<file path="src/rtl/saturn_bus_sequencer.sv">
// Saturn bus sequencer: owns the multi-phase bus cycle, a command/data program FIFO
// and a counted read engine with a one-clock read-valid strobe.
module saturn_bus_sequencer #(
  parameter int unsigned DEPTH      = 16,
  parameter int unsigned DATA_W     = 4,
  parameter int unsigned PHASES     = 4,
  parameter int unsigned READ_PHASE = 2
) (
  input  logic                      i_clk,
  input  logic                      i_reset_n,
  input  logic                      i_clk_en,
  output logic [PHASES-1:0]         o_phases,
  output logic [$clog2(PHASES)-1:0] o_phase,
  output logic [31:0]               o_cycle_ctr,
  input  logic                      i_prog_valid,
  input  logic                      i_prog_is_cmd,
  input  logic [DATA_W-1:0]         i_prog_data,
  output logic                      o_prog_ready,
  input  logic                      i_read_start,
  input  logic [7:0]                i_read_count,
  output logic [7:0]                o_reads_left,
  input  logic                      i_abort,
  output logic                      o_bus_clk_en,
  output logic                      o_bus_is_data,
  output logic [DATA_W-1:0]         o_bus_nibble_out,
  input  logic [DATA_W-1:0]         i_bus_nibble_in,
  output logic                      o_read_valid,
  output logic [DATA_W-1:0]         o_read_data,
  output logic                      o_busy,
  output logic                      o_error,
  output logic                      o_halt
);

  localparam int unsigned PW = $clog2(PHASES);
  localparam int unsigned AW = $clog2(DEPTH);

  typedef enum logic [1:0] {CycIdle, CycWrite, CycRead} cyc_e;

  logic [PW-1:0]   ph;
  cyc_e            cyc;
  logic [AW:0]     count;
  logic [AW-1:0]   rd_ptr;
  logic [AW-1:0]   wr_ptr;
  logic [DATA_W:0] mem [DEPTH];
  logic [DATA_W:0] head;

  logic ph0, ph1, ph_read, ph_last;
  logic fifo_empty, push, pop, issue_read;

  assign ph0     = i_clk_en && (ph == '0);
  assign ph1     = i_clk_en && (ph == PW'(1));
  assign ph_read = i_clk_en && (ph == PW'(READ_PHASE));
  assign ph_last = (ph == PW'(PHASES - 1));

  assign fifo_empty   = (count == '0);
  assign o_prog_ready = (count != (AW + 1)'(DEPTH));
  assign head         = mem[rd_ptr];

  // Abort swallows any push on the same edge; a queued write always beats a read.
  assign push       = i_prog_valid && o_prog_ready && !i_abort;
  assign pop        = ph0 && !fifo_empty;
  assign issue_read = ph0 && fifo_empty && (o_reads_left != 8'd0);

  assign o_phases = PHASES'(1) << ph;
  assign o_phase  = ph;
  assign o_halt   = o_error;

  always_ff @(posedge i_clk) begin
    if (push) mem[wr_ptr] <= {i_prog_is_cmd, i_prog_data};
  end

  always_ff @(posedge i_clk or negedge i_reset_n) begin
    if (!i_reset_n) begin
      ph               <= '0;
      cyc              <= CycIdle;
      o_cycle_ctr      <= '0;
      count            <= '0;
      rd_ptr           <= '0;
      wr_ptr           <= '0;
      o_reads_left     <= '0;
      o_bus_clk_en     <= 1'b0;
      o_bus_is_data    <= 1'b0;
      o_bus_nibble_out <= '0;
      o_read_valid     <= 1'b0;
      o_read_data      <= '0;
      o_busy           <= 1'b1;
      o_error          <= 1'b0;
    end else begin
      if (i_clk_en) begin
        ph <= ph_last ? '0 : ph + PW'(1);
        if (ph_last) o_cycle_ctr <= o_cycle_ctr + 32'd1;
      end

      if (pop) begin
        o_bus_nibble_out <= head[DATA_W-1:0];
        o_bus_is_data    <= !head[DATA_W];
        o_bus_clk_en     <= 1'b1;
        o_busy           <= 1'b1;
        cyc              <= CycWrite;
      end else if (issue_read) begin
        o_bus_is_data    <= 1'b1;
        o_bus_clk_en     <= 1'b1;
        cyc              <= CycRead;
      end else if (ph0) begin
        cyc              <= CycIdle;
      end

      if (ph1) o_bus_clk_en <= 1'b0;

      o_read_valid <= 1'b0;
      if (ph_read) begin
        if (cyc == CycRead) begin
          o_read_data  <= i_bus_nibble_in;
          o_read_valid <= 1'b1;
        end
        if (fifo_empty) o_busy <= 1'b0;
      end

      if (i_abort) begin
        count  <= '0;
        rd_ptr <= '0;
        wr_ptr <= '0;
      end else begin
        if (push) wr_ptr <= wr_ptr + AW'(1);
        if (pop)  rd_ptr <= rd_ptr + AW'(1);
        case ({push, pop})
          2'b10:   count <= count + (AW + 1)'(1);
          2'b01:   count <= count - (AW + 1)'(1);
          default: ;
        endcase
      end

      if (i_prog_valid && !o_prog_ready && !i_abort) o_error <= 1'b1;

      // A fresh load wins over the phase-0 decrement of the same edge.
      if (i_abort)           o_reads_left <= '0;
      else if (i_read_start) o_reads_left <= i_read_count;
      else if (issue_read)   o_reads_left <= o_reads_left - 8'd1;
    end
  end

endmodule

</file>
<file path="config.mk">
export PLATFORM = sky130hd
export DESIGN_NAME = saturn_bus_sequencer
export DESIGN_NICKNAME = d
export VERILOG_FILES = /design/src/rtl/saturn_bus_sequencer.sv
export SDC_FILE = /design/constraint.sdc
export NUM_CORES = 1
export LEC_CHECK = 0
export BUFFER_PORTS_ARGS = -buffer_cell sky130_fd_sc_hd__buf_4
export CORE_ASPECT_RATIO = 1.75
export CORE_UTILIZATION = 50
export CTS_CLUSTER_DIAMETER = 40
export DETAILED_ROUTE_END_ITERATION = 7
export GPL_TIMING_DRIVEN = 1
export PLACE_DENSITY = 0.69
export SYNTH_ARGS = -nofsm -noshare
export SYNTH_HDL_FRONTEND = slang
export SYNTH_SLANG_ARGS = --single-unit
export TNS_END_PERCENT = 1
</file>
<file path="constraint.sdc">
create_clock -name i_clk -period 4.5 [get_ports i_clk]
set_clock_uncertainty 0.1 [all_clocks]
set_input_delay 0.225 -clock i_clk [delete_from_list [all_inputs] [get_ports i_clk]]
set_output_delay 0.225 -clock i_clk [all_outputs]
set_load 0.01 [all_outputs]
</file>
==> results.env, run 1 <==
GRT_FIRST_PASS_WIRELENGTH_MM=21.49
WORSTSKEWPAIRLATENCY_NS=0.41
NETLIST.TOP_CELL.BY_AREA='sky130_fd_sc_hd__edfxtp_1'
MAX_CAP_VIOLATIONS=0
MAPPEDNETLISTAREA_MM2=0.006621
FP-ROW-COUNT=55
FINAL_LAYOUT_SIZE_SUFFIX_GT1_SHARE_PCT=26.66
VIA_COUNT=4141
IO-PIN-COUNT=84
SYNTHDISTINCTLIBCELLS=56
TIGHTEST_SLEW_NS=1.002
FIRST_GLOBAL_VIAS=4184
WIRELENGTH_MET1_MM=5.063
DIEHEIGHT_UM=154.2
AREA_DELTA_SYNTH_FINAL_PCT=21.54
FINALWEIGHTEDCONGESTION=0.7891
REG2REG_SLACK_NS=1.22
POST-LAYOUT-TOTAL-POWER_W=0.003924
DRT-PASS1-ITER-COUNT=5
SYNTH-ASYNC-RESET-RATIO_PCT=46.67
GRT_ANTENNA_BEFORE_REPAIR=0
DETAILROUTE.WIRELENGTH.MET3_UM=493
REG2REG_TO='count[4]$_DFFE_PN0P_'
DIE_AREA_MM2=0.01372
FIRST_ITER_VIOLATIONS=196
CRIT_TYPE='flip-flop to flip-flop'
FINAL_AREA_MM2=0.008048
WORST_EP_ARRIVAL_TIME_NS=3.47
HOLDPATHEND='mem[14][4]$_DFFE_PP_'
YS_TOP_CELLS_BY_AREA='sky130_fd_sc_hd__edfxtp_1 36%, sky130_fd_sc_hd__dfrtp_1 26%, sky130_fd_sc_hd__mux4_2 7.1%'
CTS-ROOT-BUF='sky130_fd_sc_hd__clkbuf_16'
PERIOD_NEEDED_NS=3.279
TIMING.HOLD.WORST.CLASS='input pin to flip-flop'
POST_SYN_NETS=514
ROUTED_WL_MM=13.59
MOSTFREQUENTLAYOUTCELLS='85 x sky130_fd_sc_hd__buf_4, 80 x sky130_fd_sc_hd__edfxtp_1, 69 x sky130_fd_sc_hd__dfrtp_1, 53 x sky130_fd_sc_hd__nor2_1, 43 x sky130_fd_sc_hd__nand2_1'
GATE_COUNT_OF_THE_MAPPED_NETLIST=477
FIN_UTIL_PCT=62.21
FMAXACHIEVABLE_MHz=305.0
CLK_PIN_SLEW_NS=0.06
STARTING_DENSITY_OF_THE_CORE_PCT=51.18
OUTCOME='finished, final reports clean'
POST_LAYOUT_NONFILLER_INSTANCES=760
WL_PER_CELL_UM=17.88
YOSYSSEQAREASHARE_PCT=62.76
SYNTH_FF_TYPE='sky130_fd_sc_hd__edfxtp_1'
CTS.SINK_COUNT=150
VDD_IR_DROP_MAX_mV=0.3368
GRT_UTIL_ALL_LAYERS_PCT=21.39
CORE_REGION_AREA_MM2=0.01294
MAX-CLOCK-PATH-BUFFERS=2
CP_CELL_SEQUENCE='or4_4 > o21ai_2 > nor2_1 > xor2_1 > ha_1 > o21a_1 > or4_1 > a21oi_1 > mux2_1'
ROUTE.MET2.WL_MM=7.708
ANTENNA_LEFT=0
POST_CTS_RESIZE_COUNT=0
INSERTEDDIODECOUNT=0
CTS-BUFFERS-INSERTED=17
SLOWEST_DELAY_NS=0.60
GRT_START_MAX_NET_PINS=71
PATH_BUF_INV=0
TOPROUTINGLAYERUSED='met4'
MOST_COMMON_CELL_AFTER_LAYOUT_FILL_AND_TAPS_ASIDE='sky130_fd_sc_hd__buf_4'
TNS_NS=0
POWERDENSITY_mW_PER_MM2=487.6
HOLD_PATH_STARTPOINT='i_prog_is_cmd'
TIMING.FINAL.MAX_SLEW_VIOLATIONS=0
BUFFER_PORTS.INSERTED=83
YS_FF_LATCH=150
TIMING.RR.START='count[0]$_DFFE_PN0P_'
YOSYS.AREA.TOP_TYPE_SHARE_PCT=36.28
UNREPAIRED_SETUP_ENDPOINTS_AFTER_GLOBAL_ROUTING='no'
GRT_REMAINING_OVERFLOW=0
CRIT_PATH_END_KIND='flip-flop'
HORIZONTAL_EXTENT_OF_THE_DIE_UM=88.99
P_LEAK_nW=3.197
SLEW-LIMIT-HEADROOM_PCT=33.21
CRIT_PATH_TOP_DELAY_CELL='sky130_fd_sc_hd__or4_4'
NUMBER_OF_REMAINING_DRC_ERRORS=0
PLACED_AREA_MM2=0.007377
VIAS_PER_CELL=5.449
TIMING.FINAL.SETUP_VIOLATIONS=0
CTS_TREE='yes'
TIMING.REG2REG.WORST_PATH_DEPTH=9
WORST_EP_REQUIRED_TIME_NS=4.69
NUMBER_OF_ENABLE_FLIP_FLOP_CELLS_AFTER_SYNTHESIS=80
CRITICAL_PATH.STARTPOINT_TYPE='flip-flop'
HTREE_DEPTH=4
CRIT_FAMILY='simple AND/OR/NAND/NOR gates'
SYN_AREA_PER_CELL_UM2=13.88
NUM-FILL-CELLS=1031
CRITICAL_PATH.MAX_FANOUT=9
SYNTH.YOSYS.WARNINGS=0
HPWLAFTERDP_MM=9.676
NUMPLACEDINSTANCES=715
HOLD_VIOLATIONS=0
FINAL_NET_COUNT=613
FIN_CRIT_SH_PCT=72.86
HOLD-PATH-CELL-COUNT=1
worst max path at each step:
stage / from / end / slack [ns] / cells after the start
after detailed placement: count[1]$_DFFE_PN0P_ / count[4]$_DFFE_PN0P_ / 1.24 / 9
after floorplan: o_phase[0]$_DFFE_PN0P_ / count[4]$_DFFE_PN0P_ / 1.47 / 12
final: count[0]$_DFFE_PN0P_ / count[4]$_DFFE_PN0P_ / 1.22 / 9
after global routing: count[0]$_DFFE_PN0P_ / count[4]$_DFFE_PN0P_ / 1.08 / 9
after CTS: count[0]$_DFFE_PN0P_ / count[4]$_DFFE_PN0P_ / 1.23 / 9
after global placement: count[0]$_DFFE_PN0P_ / count[4]$_DFFE_PN0P_ / 1.37 / 9
cell usage after synthesis, types with 11 or more instances:
cell                       instances
sky130_fd_sc_hd__edfxtp_1         80
sky130_fd_sc_hd__dfrtp_1          69
sky130_fd_sc_hd__nor2_1           53
sky130_fd_sc_hd__nand2_1          43
sky130_fd_sc_hd__xnor2_1          31
sky130_fd_sc_hd__mux4_2           21
sky130_fd_sc_hd__xor2_1           15
sky130_fd_sc_hd__ha_1             14
sky130_fd_sc_hd__nand3_1          13
sky130_fd_sc_hd__nand4_1          12
sky130_fd_sc_hd__inv_1            11
sky130_fd_sc_hd__nor3_1           11
report_power, final:
part,internal [W],total [W],switching (W),leakage [nW]
clock network,0.000714,0.00128,0.000569,0.259
registers,0.00158,0.00174,0.000158,1.64
logic,0.000449,0.000905,0.000456,1.30
total,0.00274,0.00392,0.00118,3.20
kinds of logic (layout without fill, tap and decap cells):
logic type	count (synthesis)	after routing	share of synthesized area [%]
and+or+nand+nor	166	166	12.96
DFF	150	150	62.76
xor gates and xnor gates	46	46	6.085
AOI/OAI and AO/OA	39	39	4.460
muxes	33	33	9.014
buffers and inverters	29	141	2.078
adders and majority gates	14	14	2.646
layer usage:
layer / GRT usage [%] / up-vias
met5: 0 / -
met4: 8.617 / 0
met3: 4.269 / 22
met2: 39.49 / 103
met1: 23.23 / 2071
li1: - / 1945
final cells by class:
| type | instances | area [µm²] | share of cell area (%) |
|---|---|---|---|
| clock inverters | 15 | 115.1 | 1.430 |
| clock buffers | 17 | 425.4 | 5.286 |
| repair buffers | 98 | 768.2 | 9.546 |
| flip-flops and latches | 150 | 4155 | 51.63 |
| multi-input cells | 298 | 2328 | 28.93 |
| well taps | 171 | 214.0 | 2.659 |
| inverters | 11 | 41.29 | 0.5131 |
state kept, by name (all words and copies together) (netlist names):
| register | flops |
|---|---|
| mem | 80 |
| o_cycle_ctr | 32 |
| o_reads_left | 8 |
| count | 5 |
| o_bus_nibble_out | 4 |
| o_read_data | 4 |
| rd_ptr | 4 |
| wr_ptr | 4 |
| cyc | 2 |
| o_phase | 2 |
| o_bus_clk_en | 1 |
| o_bus_is_data | 1 |
| o_busy | 1 |
| o_error | 1 |
| o_read_valid | 1 |
timing repair:
action	in CTS	in global routing
endpoints found under the hold margin	82	0
hold buffers	13	0
setup buffers	0	0
through the flow:
stage,worst slack [ns],hold slack (ns)
final,1.221,0.02857
after global routing,1.076,0.02061
after CTS,1.229,0.01118
after detailed placement,1.241,0.3041
after global placement,1.370,0.2890
after floorplan,1.469,-0.1706
No activity file was read; power rests on OpenSTA's default activity.
==> inputs of run 2 (changes only) <==
Clock period 4.5 ns to 3.12 ns, I/O delays scaled along.
==> run 2 against run 1 <==
Net effect:
- fmax up 10%
- power rose by 52%
- critical endpoint unchanged
- via count grew 1.8%
- routed wire length rose by 0.31%
- global-route usage is 0.22 points lower
- clock power rose by 65%
- count of clock-buffer cells in the layout stayed put
- combinational power is 49% higher
- critical path type unchanged
- sequential share of layout area is 1.1 points lower
==> results.env, run 2 (synthesis gave the netlist of run 1 again) <==
IO-PIN-COUNT=84  # unchanged
TIGHTEST_SLEW_NS=0.9009  # -0.1009 ns
CLK_PIN_SLEW_NS=0.06  # about the same
TIMING.FINAL.SETUP_VIOLATIONS=0  # unchanged
TIMING.HOLD.WORST.CLASS='input pin to flip-flop'
FINALWEIGHTEDCONGESTION=0.8567  # +8.6%
GRT_FIRST_PASS_WIRELENGTH_MM=21.28  # -0.96%
LAYOUT_TOP_REGISTERS='mem x80, o_cycle_ctr x32, o_reads_left x8'
MAX_CAP_VIOLATIONS=0  # unchanged
P_LEAK_nW=3.283  # +2.7%
VIAS_PER_CELL=5.477  # +0.51%
GRT_UTIL_ALL_LAYERS_PCT=21.17  # -0.22 points
DIEHEIGHT_UM=154.2  # unchanged
ROUTED_WL_MM=13.63  # +0.31%
REGISTERS.TOP_BY_FF_COUNT='mem'
HPWLAFTERDP_MM=9.546  # -1.3%
NUMBER_OF_REMAINING_DRC_ERRORS=0  # unchanged
CTS_TREE='yes'
SLOWEST_DELAY_NS=0.60  # about the same
MOSTFREQUENTLAYOUTCELLS='89 x sky130_fd_sc_hd__buf_4, 80 x sky130_fd_sc_hd__edfxtp_1, 68 x sky130_fd_sc_hd__dfrtp_1, 52 x sky130_fd_sc_hd__nor2_1, 43 x sky130_fd_sc_hd__nand2_1'
HOLD_VIOLATIONS=0  # unchanged
FIN_HOLD_WS_NS=0.007328  # -0.02124 ns
MAX_REG_FLOPS=80  # unchanged
TIMING.RR.START='count[0]$_DFFE_PN0P_'
BUFFER_PORTS.INSERTED=83  # unchanged
CRIT_PATH_TOP_DELAY_CELL='sky130_fd_sc_hd__or4_4'
SLEW-LIMIT-HEADROOM_PCT=39.94  # +6.7 points
WORST_EP_ARRIVAL_TIME_NS=3.18  # -0.29 ns
CP_CELL_SEQUENCE='or4_4 > o21ai_2 > nor2_2 > xor2_1 > ha_1 > o21a_1 > or4_1 > a21oi_2 > mux2_1'
CTS-ROOT-BUF='sky130_fd_sc_hd__clkbuf_16'
FMAXACHIEVABLE_MHz=335.7  # +10%
WORST_SETUP_PATH_STARTPOINT='count[0]$_DFFE_PN0P_'
TIMING.FINAL.MAX_SLEW_VIOLATIONS=0  # unchanged
HTREE_DEPTH=4  # unchanged
GRT_ANTENNA_BEFORE_REPAIR=0  # unchanged
HOLD_PATH_STARTPOINT='i_abort'
CTS.SINK_COUNT=150  # unchanged
GRT_START_MAX_NET_PINS=71  # unchanged
INSERTEDDIODECOUNT=0  # unchanged
FP-ROW-COUNT=55  # unchanged
ANTENNA_LEFT=0  # unchanged
PERIOD_NEEDED_NS=2.979  # -0.2999 ns
GRT_REMAINING_OVERFLOW=0  # unchanged
DRT-PASS1-ITER-COUNT=4  # -1
POWERDENSITY_mW_PER_MM2=724.2  # +49%
MAX-CLOCK-PATH-BUFFERS=2  # unchanged
UNREPAIRED_SETUP_ENDPOINTS_AFTER_GLOBAL_ROUTING='no'
FINAL_NET_COUNT=623  # +1.6%
POST-LAYOUT-TOTAL-POWER_W=0.005952  # +52%
FINAL_LAYOUT_SIZE_SUFFIX_GT1_SHARE_PCT=27.38  # +0.72 points
OUTCOME='finished, final reports clean'
FIRST_ITER_VIOLATIONS=170  # -13%
AREA_DELTA_SYNTH_FINAL_PCT=24.13
WORST_EP_REQUIRED_TIME_NS=3.32  # -1.37 ns
VIA_COUNT=4217  # +1.8%
WL_PER_CELL_UM=17.70  # -0.99%
DIE_AREA_MM2=0.01372  # unchanged
CTS-BUFFERS-INSERTED=17  # unchanged
PATH_BUF_INV=0  # unchanged
CRIT_FAMILY='simple AND/OR/NAND/NOR gates'
CRITICAL_PATH.MAX_FANOUT=5  # -4
MOST_COMMON_CELL_AFTER_LAYOUT_FILL_AND_TAPS_ASIDE='sky130_fd_sc_hd__buf_4'
WORSTSKEWPAIRLATENCY_NS=0.42  # about the same
STARTING_DENSITY_OF_THE_CORE_PCT=51.18  # unchanged
VDD_IR_DROP_MAX_mV=0.5140  # +53%
CRIT_PATH_END_KIND='flip-flop'
NUM-FILL-CELLS=1009  # -2.1%
TNS_NS=0  # unchanged
CORE_REGION_AREA_MM2=0.01294  # unchanged
HORIZONTAL_EXTENT_OF_THE_DIE_UM=88.99  # unchanged
CRITICAL_PATH.STARTPOINT_TYPE='flip-flop'
FIRST_GLOBAL_VIAS=4349  # +3.9%
CRIT_TYPE='flip-flop to flip-flop'
FIN_CRIT_SH_PCT=95.47  # +23 points
-- run 2: cell count changes in the layout (fill, tap and decap cells not counted), sizes merged --
cell / change
dlygate4sd3: +6
bufinv: +3
clkinvlp: -3
buf: +4
-- run 2: cell type report --
cell class | count | area, µm² | share of cell area, %
timing repair buffer | 108 | 858.3 | 10.44
sequential | 150 | 4156 | 50.57
inverter | 11 | 41.29 | 0.5024
clock buffer | 17 | 425.4 | 5.176
multi-input combinational | 298 | 2335 | 28.41
clock inverter | 15 | 188.9 | 2.299
tap | 171 | 214.0 | 2.603
-- run 2: repair_timing --
action                     4_1_cts  5_1_grt
setup buffers                    0        1
hold buffers                    19        0
setup endpoints to repair        0        1
resized for setup                0        3
hold endpoints to repair       166        0
-- run 2: path summary, 6_finish.rpt --
kind	end	slack (ns)	cells past startpoint
worst max-delay path	count[4]$_DFFE_PN0P_	0.14	9
worst min-delay path	o_reads_left[4]$_DFFE_PN0P_	0.007	2
worst max register to register	count[4]$_DFFE_PN0P_	0.14	9
worst min register to register	o_busy$_DFF_PN1_	0.37	2
max in group asynchronous	count[1]$_DFFE_PN0P_	2.00	2
min in group asynchronous	o_reads_left[6]$_DFFE_PN0P_	0.30	2
-- run 2: metrics by stage --
step | area (µm²) | utilization, % | instances | setup WS [ns]
2_1_floorplan | 6621 | - | 477 | 0.08910
3_3_place_gp | 7400 | 57.20 | 718 | 0.2176
3_5_place_dp | 7400 | 57.20 | 718 | 0.1578
4_1_cts | 8204 | 63.41 | 769 | 0.1350
5_1_grt | 8219 | 63.53 | 770 | 0.009759
6_report | 8219 | 63.53 | 770 | 0.1413
-- run 2: routing by layer --
metal / track usage [%] / wire length [µm] / vias to the layer above
met4: 9.599 / 384 / 0
li1: - / - / 1964
met1: 21.16 / 4894 / 2094
met3: 5.763 / 633 / 31
met2: 39.34 / 7715 / 128
met5: 0 / 0 / -
-- run 2: power breakdown --
group          switching (W)  internal (W)  total (W)
Combinational       0.000674      0.000675    0.00135
Clock               0.000833       0.00128    0.00211
Sequential          0.000216       0.00228    0.00249
Total                0.00172       0.00423    0.00595
==> inputs of run 3 (changes only) <==
Settings changed: CTS_BUF_LIST set to sky130_fd_sc_hd__clkbuf_16, REMOVE_ABC_BUFFERS set to 1.
==> run 3 against run 2 <==
Net effect:
- first-iteration DRC count up 34%
- combinational power about the same
- power down 1.7%
- setup slack improved by 0.0051 ns
- final cell count grew 0.65%
- routed wire length up 1.1%
- register-to-register slack hardly changed
- sequential power about the same
- via count up 0.17%
- largest power group unchanged
==> results.env, run 3 (synthesis gave the netlist of run 1 again) <==
BUFFER_PORTS.INSERTED=83  # unchanged
GRT_UTIL_ALL_LAYERS_PCT=21.46  # +0.28 points
CORE_REGION_AREA_MM2=0.01294  # unchanged
TNS_NS=0  # unchanged
FINAL_LAYOUT_SIZE_SUFFIX_GT1_SHARE_PCT=27.81  # +0.44 points
MOST_COMMON_CELL_AFTER_LAYOUT_FILL_AND_TAPS_ASIDE='sky130_fd_sc_hd__buf_4'
FIRST_GLOBAL_VIAS=4425  # +1.7%
CTS-BUFFERS-INSERTED=17  # unchanged
DIE_AREA_MM2=0.01372  # unchanged
CRIT_PATH_END_KIND='flip-flop'
FINALWEIGHTEDCONGESTION=0.8219  # -4.1%
CRIT_TYPE='flip-flop to flip-flop'
GRT_START_MAX_NET_PINS=71  # unchanged
CTS_TREE='yes'
CRITICAL_PATH.STARTPOINT_TYPE='flip-flop'
FIN_UTIL_PCT=63.76  # +0.23 points
NUMPLACEDINSTANCES=721  # +0.42%
POWERDENSITY_mW_PER_MM2=709.4  # -2.0%
FP-ROW-COUNT=55  # unchanged
WORST_EP_ARRIVAL_TIME_NS=3.18  # about the same
CRITICAL_PATH.MAX_FANOUT=5  # unchanged
P_LEAK_nW=3.297  # +0.40%
STARTING_DENSITY_OF_THE_CORE_PCT=51.18  # unchanged
LAYOUT_TOP_REGISTERS='mem x80, o_cycle_ctr x32, o_reads_left x8'
FIRST_ITER_VIOLATIONS=227  # +34%
GRT_ANTENNA_BEFORE_REPAIR=0  # unchanged
WORST_EP_REQUIRED_TIME_NS=3.32  # about the same
VIAS_PER_CELL=5.450  # -0.48%
WORSTSKEWPAIRLATENCY_NS=0.42  # about the same
DRT-PASS1-ITER-COUNT=5  # +1
TIMING.FINAL.SETUP_VIOLATIONS=0  # unchanged
FIN_CRIT_SH_PCT=95.31  # -0.16 points
SLEW-LIMIT-HEADROOM_PCT=41.25  # +1.3 points
CTS.SINK_COUNT=150  # unchanged
TIGHTEST_SLEW_NS=0.8745  # -0.02640 ns
AREA_DELTA_SYNTH_FINAL_PCT=24.58
OUTCOME='finished, final reports clean'
HTREE_DEPTH=4  # unchanged
DIEHEIGHT_UM=154.2  # unchanged
CTS-ROOT-BUF='sky130_fd_sc_hd__clkbuf_16'
IO-PIN-COUNT=84  # unchanged
ANTENNA_LEFT=0  # unchanged
UNREPAIRED_SETUP_ENDPOINTS_AFTER_GLOBAL_ROUTING='no'
WL_PER_CELL_UM=17.78  # +0.46%
REGISTERS.TOP_BY_FF_COUNT='mem'
INSERTEDDIODECOUNT=0  # unchanged
TIMING.HOLD.WORST.CLASS='input pin to flip-flop'
MAX_REG_FLOPS=80  # unchanged
PERIOD_NEEDED_NS=2.974  # -0.005083 ns
GRT_REMAINING_OVERFLOW=0  # unchanged
HPWLAFTERDP_MM=9.917  # +3.9%
HORIZONTAL_EXTENT_OF_THE_DIE_UM=88.99  # unchanged
POST-LAYOUT-TOTAL-POWER_W=0.005852  # -1.7%
POST_LAYOUT_NONFILLER_INSTANCES=775  # +0.65%
NUMBER_OF_REMAINING_DRC_ERRORS=0  # unchanged
VIA_COUNT=4224  # +0.17%
FMAXACHIEVABLE_MHz=336.3  # +0.17%
HOLD_VIOLATIONS=0  # unchanged
ROUTED_WL_MM=13.78  # +1.1%
FINAL_NET_COUNT=628  # +0.80%
MAX-CLOCK-PATH-BUFFERS=2  # unchanged
CLK_PIN_SLEW_NS=0.07  # about the same
TIMING.FINAL.MAX_SLEW_VIOLATIONS=0  # unchanged
VDD_IR_DROP_MAX_mV=0.4151  # -19%
MAX_CAP_VIOLATIONS=0  # unchanged
GRT_FIRST_PASS_WIRELENGTH_MM=21.68  # +1.9%
MOSTFREQUENTLAYOUTCELLS='92 x sky130_fd_sc_hd__buf_4, 80 x sky130_fd_sc_hd__edfxtp_1, 67 x sky130_fd_sc_hd__dfrtp_1, 53 x sky130_fd_sc_hd__nor2_1, 43 x sky130_fd_sc_hd__nand2_1'
run 3: changes by cell type in the layout (fill, tap and decap cells not counted), moves of 2 or more:
cell and delta:
sky130_fd_sc_hd__bufinv_16 -3, sky130_fd_sc_hd__buf_4 +3, sky130_fd_sc_hd__dlygate4sd3_1 +2, sky130_fd_sc_hd__clkinv_8 +5, sky130_fd_sc_hd__clkinv_4 -3, sky130_fd_sc_hd__inv_8 +3
run 3: worst max-delay path, cell delays in order (launching register included):
cell	delay, ns
sky130_fd_sc_hd__dfrtp_2	0.46
sky130_fd_sc_hd__or4_4	0.59
sky130_fd_sc_hd__o21ai_2	0.14
sky130_fd_sc_hd__nor2_1	0.09
sky130_fd_sc_hd__xor2_1	0.17
sky130_fd_sc_hd__ha_1	0.24
sky130_fd_sc_hd__o21a_1	0.19
sky130_fd_sc_hd__or4_1	0.42
sky130_fd_sc_hd__a21oi_2	0.14
sky130_fd_sc_hd__mux2_1	0.32
run 3: layer usage:
layer	track usage, %	share of wire, %	up-vias
met5	0	0	-
met1	21.71	36	2134
met3	4.696	3.8	18
met2	41.10	58	100
li1	-	-	1972
met4	8.239	2.1	0
run 3: cell type report:
type | count | area, µm²
inverters | 11 | 41.29
flip-flops and latches | 150 | 4158
fillers | 983 | 4688
repair buffers | 113 | 900.9
multi-input cells | 298 | 2332
well taps | 171 | 214.0
clock inverters | 15 | 177.7
clock buffers | 17 | 425.4
run 3: report_power, final:
group | leakage [nW] | internal [W] | switching, W
clock network | 0.291 | 0.00108 | 0.000923
registers | 1.64 | 0.00228 | 0.000199
logic | 1.37 | 0.000683 | 0.000684
run 3: per-stage QoR:
stage | area [µm²] | hold WS [ns] | worst slack [ns]
floorplan | 6525 | -0.2396 | 0.1739
global placement | 7422 | 0.2276 | 0.2192
detailed placement | 7422 | 0.2314 | 0.1428
CTS | 8235 | 0.01881 | 0.1314
global route | 8249 | 0.03035 | 0.006146
finish | 8249 | 0.02087 | 0.1463
run 3: final timing paths:
path                                                  start                          end  slack, ns  cells past startpoint
worst min-delay path                           i_read_start  o_reads_left[2]$_DFFE_PN0P_       0.02                      3
worst max-delay path                   count[0]$_DFFE_PN0P_         count[4]$_DFFE_PN0P_       0.15                      9
worst min register to register  o_cycle_ctr[31]$_DFFE_PN0P_  o_cycle_ctr[31]$_DFFE_PN0P_       0.37                      1
min in group asynchronous                         i_reset_n  o_reads_left[2]$_DFFE_PN0P_       0.30                      2
max in group asynchronous                         i_reset_n         count[1]$_DFFE_PN0P_       2.01                      2
worst max register to register         count[0]$_DFFE_PN0P_         count[4]$_DFFE_PN0P_       0.15                      9
run 3: repair_timing:
item	in CTS	in global routing
gates resized for setup	0	3
setup endpoints to repair	0	1
endpoints found under the hold margin	168	0
hold buffers	21	0
buffers inserted	0	1
